`config.mk`:
```
export PLATFORM = sky130hd
export DESIGN_NAME = risc_id_ex_stage
export DESIGN_NICKNAME = d
export VERILOG_FILES = /design/src/rtl/risc_id_ex_stage.sv
export SDC_FILE = /design/constraint.sdc
export NUM_CORES = 1
export LEC_CHECK = 0
export BUFFER_PORTS_ARGS = -buffer_cell sky130_fd_sc_hd__buf_2
export CAP_MARGIN = 20
export CORE_AREA = 2 2 175 177
export DETAILED_ROUTE_END_ITERATION = 10
export DIE_AREA = 0 0 177 179
export PLACE_DENSITY = 0.66
export SLEW_MARGIN = 20
export SYNTH_ARGS = -nofsm -noshare
export SYNTH_HDL_FRONTEND = slang
export SYNTH_SLANG_ARGS = --single-unit
```
`constraint.sdc`:
```
create_clock -name clk -period 8.96 [get_ports clk]
set_clock_uncertainty 0.2 [all_clocks]
set_input_delay 1.792 -clock clk [delete_from_list [all_inputs] [get_ports clk]]
set_output_delay 1.792 -clock clk [all_outputs]
set_load 0.005 [all_outputs]
```
`src/rtl/risc_id_ex_stage.sv`:
```
// rtl/risc_id_ex_stage.sv - ID/EX pipeline register with MEM/WB operand forwarding and branch resolution
module risc_id_ex_stage #(
    parameter int XLEN = 32,
    parameter int RA_W = 5
) (
    input  logic            clk,
    input  logic            rst_n,
    input  logic            stall_e,
    input  logic            flush_e,
    input  logic [XLEN-1:0] RD1D,
    input  logic [XLEN-1:0] RD2D,
    input  logic [XLEN-1:0] PCD,
    input  logic [XLEN-1:0] PCPlus4D,
    input  logic [XLEN-1:0] ImmExtD,
    input  logic [RA_W-1:0] Rs1D,
    input  logic [RA_W-1:0] Rs2D,
    input  logic [RA_W-1:0] RdD,
    input  logic            RegWriteD,
    input  logic            MemWriteD,
    input  logic            JumpD,
    input  logic            BranchD,
    input  logic            AluSrcD,
    input  logic [1:0]      ResultSrcD,
    input  logic [2:0]      AluControlD,
    input  logic [XLEN-1:0] AluResultM,
    input  logic [XLEN-1:0] ResultW,
    input  logic [RA_W-1:0] RdM,
    input  logic [RA_W-1:0] RdW,
    input  logic            RegWriteM,
    input  logic            RegWriteW,
    input  logic            ZeroE,
    output logic [XLEN-1:0] SrcAE,
    output logic [XLEN-1:0] SrcBE,
    output logic [2:0]      AluControlE,
    output logic [XLEN-1:0] WriteDataE,
    output logic [XLEN-1:0] PCTargetE,
    output logic [XLEN-1:0] PCPlus4E,
    output logic [RA_W-1:0] RdE,
    output logic [RA_W-1:0] Rs1E,
    output logic [RA_W-1:0] Rs2E,
    output logic            RegWriteE,
    output logic            MemWriteE,
    output logic [1:0]      ResultSrcE,
    output logic            PCSrcE,
    output logic [1:0]      ForwardAE,
    output logic [1:0]      ForwardBE,
    output logic            ValidE
);

    logic [XLEN-1:0] rd1_q, rd1_d, rd2_q, rd2_d, pc_q, pc_d, pc4_q, pc4_d, imm_q, imm_d;
    logic [RA_W-1:0] rs1_q, rs1_d, rs2_q, rs2_d, rd_q, rd_d;
    logic            rw_q, rw_d, mw_q, mw_d, jump_q, jump_d, br_q, br_d;
    logic            alusrc_q, alusrc_d, valid_q, valid_d;
    logic [1:0]      rsrc_q, rsrc_d;
    logic [2:0]      aluc_q, aluc_d;

    // Flush only clears what can cause architectural effect; data words may go stale.
    always_comb begin
        rd1_d = rd1_q;   rd2_d = rd2_q;   pc_d = pc_q;   pc4_d = pc4_q;   imm_d = imm_q;
        rs1_d = rs1_q;   rs2_d = rs2_q;   rd_d = rd_q;
        rw_d = rw_q;     mw_d = mw_q;     jump_d = jump_q;   br_d = br_q;
        alusrc_d = alusrc_q;  valid_d = valid_q;  rsrc_d = rsrc_q;  aluc_d = aluc_q;
        if (flush_e) begin
            rw_d = 1'b0;   mw_d = 1'b0;   jump_d = 1'b0;   br_d = 1'b0;   valid_d = 1'b0;
            rsrc_d = '0;   aluc_d = '0;   rs1_d = '0;      rs2_d = '0;    rd_d = '0;
        end else if (!stall_e) begin
            rd1_d = RD1D;  rd2_d = RD2D;  pc_d = PCD;      pc4_d = PCPlus4D;  imm_d = ImmExtD;
            rs1_d = Rs1D;  rs2_d = Rs2D;  rd_d = RdD;
            rw_d = RegWriteD;  mw_d = MemWriteD;  jump_d = JumpD;  br_d = BranchD;
            alusrc_d = AluSrcD;  rsrc_d = ResultSrcD;  aluc_d = AluControlD;  valid_d = 1'b1;
        end
    end

    always_ff @(posedge clk or negedge rst_n) begin
        if (!rst_n) begin
            rd1_q <= '0;  rd2_q <= '0;  pc_q <= '0;  pc4_q <= '0;  imm_q <= '0;
            rs1_q <= '0;  rs2_q <= '0;  rd_q <= '0;
            rw_q <= 1'b0;  mw_q <= 1'b0;  jump_q <= 1'b0;  br_q <= 1'b0;
            alusrc_q <= 1'b0;  valid_q <= 1'b0;  rsrc_q <= '0;  aluc_q <= '0;
        end else begin
            rd1_q <= rd1_d;  rd2_q <= rd2_d;  pc_q <= pc_d;  pc4_q <= pc4_d;  imm_q <= imm_d;
            rs1_q <= rs1_d;  rs2_q <= rs2_d;  rd_q <= rd_d;
            rw_q <= rw_d;  mw_q <= mw_d;  jump_q <= jump_d;  br_q <= br_d;
            alusrc_q <= alusrc_d;  valid_q <= valid_d;  rsrc_q <= rsrc_d;  aluc_q <= aluc_d;
        end
    end

    // MEM beats WB because it holds the younger write; x0 is hardwired zero.
    function automatic logic [1:0] fwd_sel(input logic [RA_W-1:0] rs,
                                           input logic rw_m, input logic [RA_W-1:0] rd_m,
                                           input logic rw_w, input logic [RA_W-1:0] rd_w);
        if (rw_m && (rd_m != '0) && (rd_m == rs))
            return 2'b10;
        else if (rw_w && (rd_w != '0) && (rd_w == rs))
            return 2'b01;
        else
            return 2'b00;
    endfunction

    always_comb begin
        ForwardAE = fwd_sel(rs1_q, RegWriteM, RdM, RegWriteW, RdW);
        ForwardBE = fwd_sel(rs2_q, RegWriteM, RdM, RegWriteW, RdW);
    end

    always_comb begin
        case (ForwardAE)
            2'b10:   SrcAE = AluResultM;
            2'b01:   SrcAE = ResultW;
            default: SrcAE = rd1_q;
        endcase
        case (ForwardBE)
            2'b10:   WriteDataE = AluResultM;
            2'b01:   WriteDataE = ResultW;
            default: WriteDataE = rd2_q;
        endcase
        SrcBE = alusrc_q ? imm_q : WriteDataE;
    end

    assign PCTargetE   = pc_q + imm_q;
    assign PCSrcE      = valid_q & (jump_q | (br_q & ZeroE));
    assign AluControlE = aluc_q;
    assign PCPlus4E    = pc4_q;
    assign RdE         = rd_q;
    assign Rs1E        = rs1_q;
    assign Rs2E        = rs2_q;
    assign RegWriteE   = rw_q;
    assign MemWriteE   = mw_q;
    assign ResultSrcE  = rsrc_q;
    assign ValidE      = valid_q;

endmodule

```
Word-level counts from Yosys, hierarchy flattened
Cells that the tools add are included.
{"block": "word_totals", "input_bits": 266, "out_inout_bits": 188, "reg_bits": 186}
{"block": "op_classes", "n_reduce_logical": 9, "eq_ne": 9, "muxes": 27, "bitwise_logic": 5, "addsub": 1}
{"cell": "$pmux 32 s2", "n": 2}
{"cell": "$add 32x32->32", "n": 1}
{"cell": "$mux 32", "n": 1}
{"cell": "$mux 5", "n": 6}
{"cell": "$eq 5x5->1", "n": 4}
{"cell": "$mux 1", "n": 12}
{"cell": "$reduce_bool 5->1", "n": 2}
{"cell": "$mux 2", "n": 4}
{"cell": "$logic_and 1x1->1", "n": 6}
{"cell": "$mux 3", "n": 2}
{"cell": "$eq 2x1->1 const B", "n": 2}
{"cell": "$eq 2x2->1 const B", "n": 2}
{"cell": "$and 1x1->1", "n": 2}
{"cell": "$ne 2x1->1 const B", "n": 1}
{"cell": "$not 1->1", "n": 2}
{"cell": "$reduce_and 2->1", "n": 1}
{"cell": "$or 1x1->1", "n": 1}

Longest topological paths before layout
Gate-level depths: netlist of the first run.
{"block": "logic_depth", "depth_word": 8, "mapped_depth": 8, "depth_no_buf": 8}

Worst setup path before layout of the first run
No wires, ideal clock.
{"block": "synth_timing", "path_kind": "input to output", "from": "in RdW[4]", "to": "out SrcBE[10]", "path_slack_ps": 3303, "arrival_ps": 3665, "cell_stages": 7, "t_required_ps": 6968, "path_cell_list": "xnor2_1 -> nand3_1 -> nor4_2 -> buf_6 -> mux2_4 -> mux2_4 -> mux2_2"}
{"block": "synth_between", "elab_chain_len": 8}
{"element": "start: declaration", "line_no": "28", "text": "input logic [RA_W-1:0] RdW,"}
{"element": "$reduce_bool 5->1", "line_no": "94", "text": "else if (rw_w && (rd_w != '0) && (rd_w == rs))"}
{"element": "$logic_and 1x1->1", "line_no": "94"}
{"element": "$logic_and 1x1->1 *", "line_no": "94"}
{"element": "$mux 1 *", "line_no": "94"}
{"element": "$mux 2 *", "line_no": "92", "text": "if (rw_m && (rd_m != '0) && (rd_m == rs))"}
{"element": "$eq 2x1->1 / $eq 2x2->1 (equally long branches)", "line_no": "111", "text": "case (ForwardBE)"}
{"element": "$pmux 32 s2 *", "line_no": "111"}
{"element": "via WriteDataE[10]", "line_no": "35", "text": "output logic [XLEN-1:0] WriteDataE,"}
{"element": "$mux 32 *", "line_no": "116", "text": "SrcBE = alusrc_q ? imm_q : WriteDataE;"}
{"element": "end: declaration", "line_no": "33", "text": "output logic [XLEN-1:0] SrcBE,"}
The timed path passes the listed nets; every way through them passes the cells marked *.

Final worst setup path of the first run
{"block": "layout_timing", "from": "in RdM[1]", "to": "out SrcBE[31]"}
{"block": "layout_between", "elab_chain_len": 7}
{"element": "start: declaration", "line_no": "27", "text": "input logic [RA_W-1:0] RdM,"}
{"element": "$reduce_bool 5->1", "line_no": "92"}
{"element": "$logic_and 1x1->1", "line_no": "92"}
{"element": "$logic_and 1x1->1 *", "line_no": "92"}
{"element": "$mux 2 *", "line_no": "92"}
{"element": "$eq 2x1->1 / $eq 2x2->1 (equally long branches)", "line_no": "111"}
{"element": "$pmux 32 s2 *", "line_no": "111"}
{"element": "$mux 32 *", "line_no": "116"}
Mark *: on every way between the ends. The rest lies on a longest branch, timed or not.

==> results_dict.tcl, run 1 <==
set metrics [dict create \
    status "finished, final reports clean" \
    area_growth_pct 28.89 \
    fmax_mhz 155.6 \
    synth_area_leaders "dfrtp_1 (42%), mux2_2 (20%), mux2_4 (7.8%)" \
    drive_gt1_share_pct 54.77 \
    cts_made_buffers 17 \
    clock_path_buffers 2 \
    relSlewSlack_pct 35.83 \
    synthArstFlopShare_pct 100.0 \
    die_area_mm2 0.03168 \
    clk_pin_slew_ns 0.08 \
    period_minus_slack_ns 6.426 \
    gp_congestion 0.9831 \
    max-vdd-ir-drop_uv 135.5 \
    critPathRequiredTime_ns 6.97 \
    cts_tree "built" \
    clk_latency_ns 0.44 \
    row_count 64 \
    worst_pin_slew_ns 0.9625 \
    cts_sinks 186 \
    synth_top_area_share_pct 41.90 \
    port_buffers 453 \
    netlist_area_mm2 0.01111 \
    syn_nets 1248 \
    drt-initial-drc-count 617 \
    syn-mean-instance-area_um2 11.69 \
    htree_levels 4 \
    power.density_mw_per_mm2 200.7 \
    fin_setup_tns_ns 0 \
    period_share_pct 71.72 \
    cts_resized 0 \
    hold_start "rd1_q[26]$_DFFE_PN0P_" \
    max_cap_viol_count 0 \
    drt.antenna.violating_nets 0 \
    finalSetupViolCount 0 \
    overflow 0 \
    critPathLaunchType "input pin" \
    yosysTopAreaCell "dfrtp_1" \
    synthCells 950 \
    antenna_found_initial 7 \
    rsz0062_at_grt "no" \
    r2r_start "alusrc_q$_DFFE_PN0P_" \
    hold_violations 0 \
    end_kind "output port" \
    grt_pass1_vias 9395 \
    synthDistinctLibCells 55 \
    instances_no_fill 1793 \
    cts_hold_buffers 0 \
    drt-vias-per-instance 5.275 \
    ys_ff_latch 186 \
    track_usage_pct 24.21 \
    placed_cells 1757 \
    critPathLaunch "RdM[1]" \
    synth.yosys.seq_area_share_pct 41.90 \
    cts_setup_buffers 0 \
    wl_per_cell_um 22.01 \
    ys_top_cells_by_count "mux2_2 (201), dfrtp_1 (186), nand2_1 (65), mux2_4 (58), mux2i_1 (57)" \
    holdWs_ns 0.3089 \
    report.final.slew_viol_count 0 \
    grt_pass1_wl_um 57070 \
    fillCellCount 2868 \
    drc 0 \
    min_path_type "reg -> reg" \
    yosysWarnings 0 \
    cts-root-buf "clkbuf_16" \
    die_w_um 177 \
    io_pins 454 \
    num-nets-final 1678 \
    start_util_pct 36.99 \
    worstPathMaxFanout 34 \
    yosysMostFrequentCell "mux2_2" \
    place_hpwl_um 31660 \
    grt_max_degree 71 \
    finalCoreUtilization_pct 47.68 \
    p_leak_nw 6.804 \
    die_h_um 179 \
    drtPass1Iterations 5 \
    worst_ep_arrival_time_ns 4.43 \
    routed-via-count 9458 \
    yosys_most_used_dff "dfrtp_1" \
    coreArea_mm2 0.03003 \
    routed_wl_um 39460 \
    synth_edf_count 0 \
    path_class "in -> out" \
]
final timing paths:
kind	endpoint	slack, ns	cells past startpoint
worst min-delay path	rd1_q[26]$_DFFE_PN0P_	0.31	1
worst max register to register	alusrc_q$_DFFE_PN0P_	7.60	1
min in group asynchronous	rd1_q[26]$_DFFE_PN0P_	1.11	1
max in group asynchronous	pc_q[22]$_DFFE_PN0P_	6.14	2
worst min register to register	rd1_q[26]$_DFFE_PN0P_	0.31	1
worst max-delay path	SrcBE[31]	2.53	9
layer usage:
layer / track usage (%) / share of wire (%) / vias to the layer above
li1: - / - / 4341
met1: 32.07 / 43 / 4647
met2: 37.78 / 47 / 396
met3: 7.506 / 8.0 / 68
met4: 7.610 / 2.0 / 6
met5: 0 / 0.086 / -
power by group:
part	switching, mW	total [mW]	internal (mW)
clock	0.359	0.731	0.372
combinational	0.540	1.08	0.545
sequential	0.105	1.06	0.953
cell families after synthesis:
logic type / share of synthesized area, %
muxes: 33.35
buffers and inverters: 2.332
xor gates and xnor gates: 3.627
DFF: 41.90
AOI/OAI and AO/OA: 8.121
adders and majority gates: 3.672
and+or+nand+nor: 6.995
through the flow:
stage	area (µm²)	setup WS [ns]	power (mW)
floorplan	11110	3.303	1.673
global placement	13750	2.656	2.134
detailed placement	13750	2.583	2.149
CTS	14310	2.565	2.888
global route	14320	2.445	3.036
finish	14320	2.534	2.874
cell type report:
cell class / count / area, µm² / area share (%)
Clock inverter: 12 / 106.4 / 0.7428
Tap cell: 396 / 495.5 / 3.461
Multi-Input combinational cell: 705 / 6231 / 43.52
Timing Repair Buffer: 462 / 2344 / 16.37
Sequential cell: 186 / 4654 / 32.51
Inverter: 8 / 30.03 / 0.2097
Clock buffer: 20 / 446.7 / 3.120
Antenna cell: 4 / 10.01 / 0.06991
worst max-delay path: stages:
cell     delay (ns)
buf_2          0.12
or4_1          0.52
o21ai_0        0.32
nor4_1         0.13
nand3_2        0.10
buf_4          0.55
mux2_2         0.45
mux2_2         0.28
buf_2          0.13
cells in the final DEF, fill, tap and decap left out, drive strengths merged, types with 3 or more instances in the layout:
cell,count
nand2,65
and3,6
mux2,259
xnor2,25
a21o,7
o211ai,6
a211oi,5
nand3,8
nor2,45
nor4,9
a21oi,35
xor2,21
nand4,6
a311oi,5
mux2i,57
nor2b,5
ha,31
nor3,5
clkinvlp,3
o21a,7
a31oi,5
clkbuf,21
dfrtp,186
nand2b,4
o21ai,53
buf,461
a21boi,3
inv,15
and2,3
o22ai,3
or4,3
diode,4
a211o,3
registers in the layout, indices dropped and copies added, names as in the netlist, 5 cells and up:
register  count
RdE           5
imm_q        32
rd1_q        32
Rs2E          5
Rs1E          5
pc_q         32
PCPlus4E     32
rd2_q        32
(Power assumes the default switching activity.)
==> run 2: changes to the inputs <==
Clock period 8.96 ns to 6.7 ns, I/O delays scaled along.
==> run 2 against run 1 <==
Compared with the run above: non-clock buffer count increased by 2; register-to-register slack worse by 2.2 ns; design area grew 0.37%; via count down 0.96%; cell count rose by 0.45%; total power rose by 34%; combinational power up 34%; sequential power grew 32%; hold slack worse by 0.0033 ns; first-iteration DRC count is 10% lower; die area unchanged; critical path type unchanged; largest power group unchanged.
==> results_dict.tcl, run 2 (synthesized netlist as in run 1, its figures left out) <==
set metrics [dict create \
    hold_violations 0 \
    start_util_pct 36.99 \
    r2r_setup_slack_ns 5.36 \
    worstHoldEndpoint "PCPlus4E[6]$_DFFE_PN0P_" \
    drive_gt1_share_pct 54.98 \
    cts_hold_buffers 0 \
    cts_setup_buffers 0 \
    finalCoreUtilization_pct 47.85 \
    clk_pin_slew_ns 0.08 \
    critPathRequiredTime_ns 5.16 \
    final_common_cell "buf_2" \
    cts_made_buffers 17 \
    track_usage_pct 23.09 \
    p_leak_nw 6.839 \
    cp_top_family "simple AND/OR/NAND/NOR gates" \
    rsz0062_at_grt "no" \
    path_class "in -> out" \
    io_pins 454 \
    power.density_mw_per_mm2 268.8 \
    dp_slack_ns 1.208 \
    clock_path_buffers 2 \
    fmax_mhz 182.1 \
    max-vdd-ir-drop_uv 167.1 \
    hold_start "PCPlus4E[6]$_DFFE_PN0P_" \
    routed_wl_um 37700 \
    report.final.slew_viol_count 0 \
    gp_congestion 0.9702 \
    status "finished, final reports clean" \
    period_share_pct 81.98 \
    relSlewSlack_pct 37.19 \
    power_mw 3.863 \
    reg2reg_depth 1 \
    overflow 0 \
    worstPathCellList "buf_2 > or4_1 > o21ai_0 > nor4_1 > nand3_2 > buf_4 > mux2_2 > mux2_2 > buf_2" \
    final_cell_mix "buf_2 (452), mux2_2 (201), dfrtp_1 (186), nand2_1 (65), mux2_4 (58)" \
    die_h_um 179 \
    worst_pin_slew_ns 0.9421 \
    clk_latency_ns 0.44 \
    critPathBufInv 3 \
    period_minus_slack_ns 5.493 \
    grt_max_degree 92 \
    finalSetupViolCount 0 \
    die_w_um 177 \
    instances_no_fill 1801 \
    worstPathMaxFanout 14 \
    die_area_mm2 0.03168 \
    antenna_found_initial 13 \
    port_buffers 453 \
    drt-vias-per-instance 5.201 \
    num-nets-final 1680 \
    area_growth_pct 29.36 \
    drt.antenna.violating_nets 0 \
    r2r_start "alusrc_q$_DFFE_PN0P_" \
    fin_ws_ns 1.207 \
    grt_pass1_wl_um 54840 \
    max_cap_viol_count 0 \
    timing.rr.end "alusrc_q$_DFFE_PN0P_" \
    worst-path-stages 9 \
    cts_resized 0 \
    cts_tree "built" \
    min_path_cells 1 \
    wl_per_cell_um 20.93 \
    place_hpwl_um 30010 \
    cts-root-buf "clkbuf_16" \
    end_kind "output port" \
    htree_levels 4 \
    coreArea_mm2 0.03003 \
    slowest_delay_ns 0.50 \
    cts_sinks 186 \
    fin_setup_tns_ns 0 \
    worst_ep_arrival_time_ns 3.95 \
    fillCellCount 2844 \
    row_count 64 \
    slowest_stage "or4_1" \
    drt-initial-drc-count 555 \
    drtPass1Iterations 5 \
    critPathLaunchType "input pin" \
    min_path_type "reg -> reg" \
    placed_cells 1759 \
    routed-via-count 9367 \
    grt_pass1_vias 9417 \
    drc 0 \
]
## run 2: cell type report
cell class	instances	area, µm²	share of cell area, %
sequential	186	4654	32.39
antenna	10	25.02	0.1741
timing repair buffer	464	2359	16.41
inverter	8	30.03	0.2090
clock inverter	13	122.6	0.8533
multi-input combinational	705	6231	43.36
clock buffer	19	452.9	3.152
tap	396	495.5	3.448
## run 2: power by group
part	leakage (nW)	internal, mW	switching (mW)
clock	0.289	0.514	0.499
combinational	4.33	0.730	0.721
sequential	2.22	1.27	0.126
total	6.84	2.52	1.35
## run 2: metal layers
layer / part of all wire [%] / GRT usage, % / up-vias
met5: 0.11 / 0 / -
met3: 6.7 / 5.640 / 66
met1: 43 / 30.39 / 4597
met2: 48 / 36.37 / 362
li1: - / - / 4336
met4: 2.6 / 9.435 / 6
## run 2: worst max-delay path by stage
stage                     end  slack, ns    from
detailed placement   SrcBE[1]       1.21  RdM[1]
finish               SrcBE[1]       1.21  RdM[1]
floorplan           SrcBE[10]       1.95  RdW[4]
global placement    SrcBE[31]       1.23  RdM[1]
CTS                  SrcBE[1]       1.20  RdM[1]
global route        SrcBE[31]       1.06  RdM[1]
## run 2: metrics by stage
step,hold WS (ns),cell area (µm²)
after floorplan,0.2767,11110
final,0.3056,14370
after global routing,0.3221,14370
after global placement,0.2861,13770
after CTS,0.3070,14350
after detailed placement,0.2907,13770
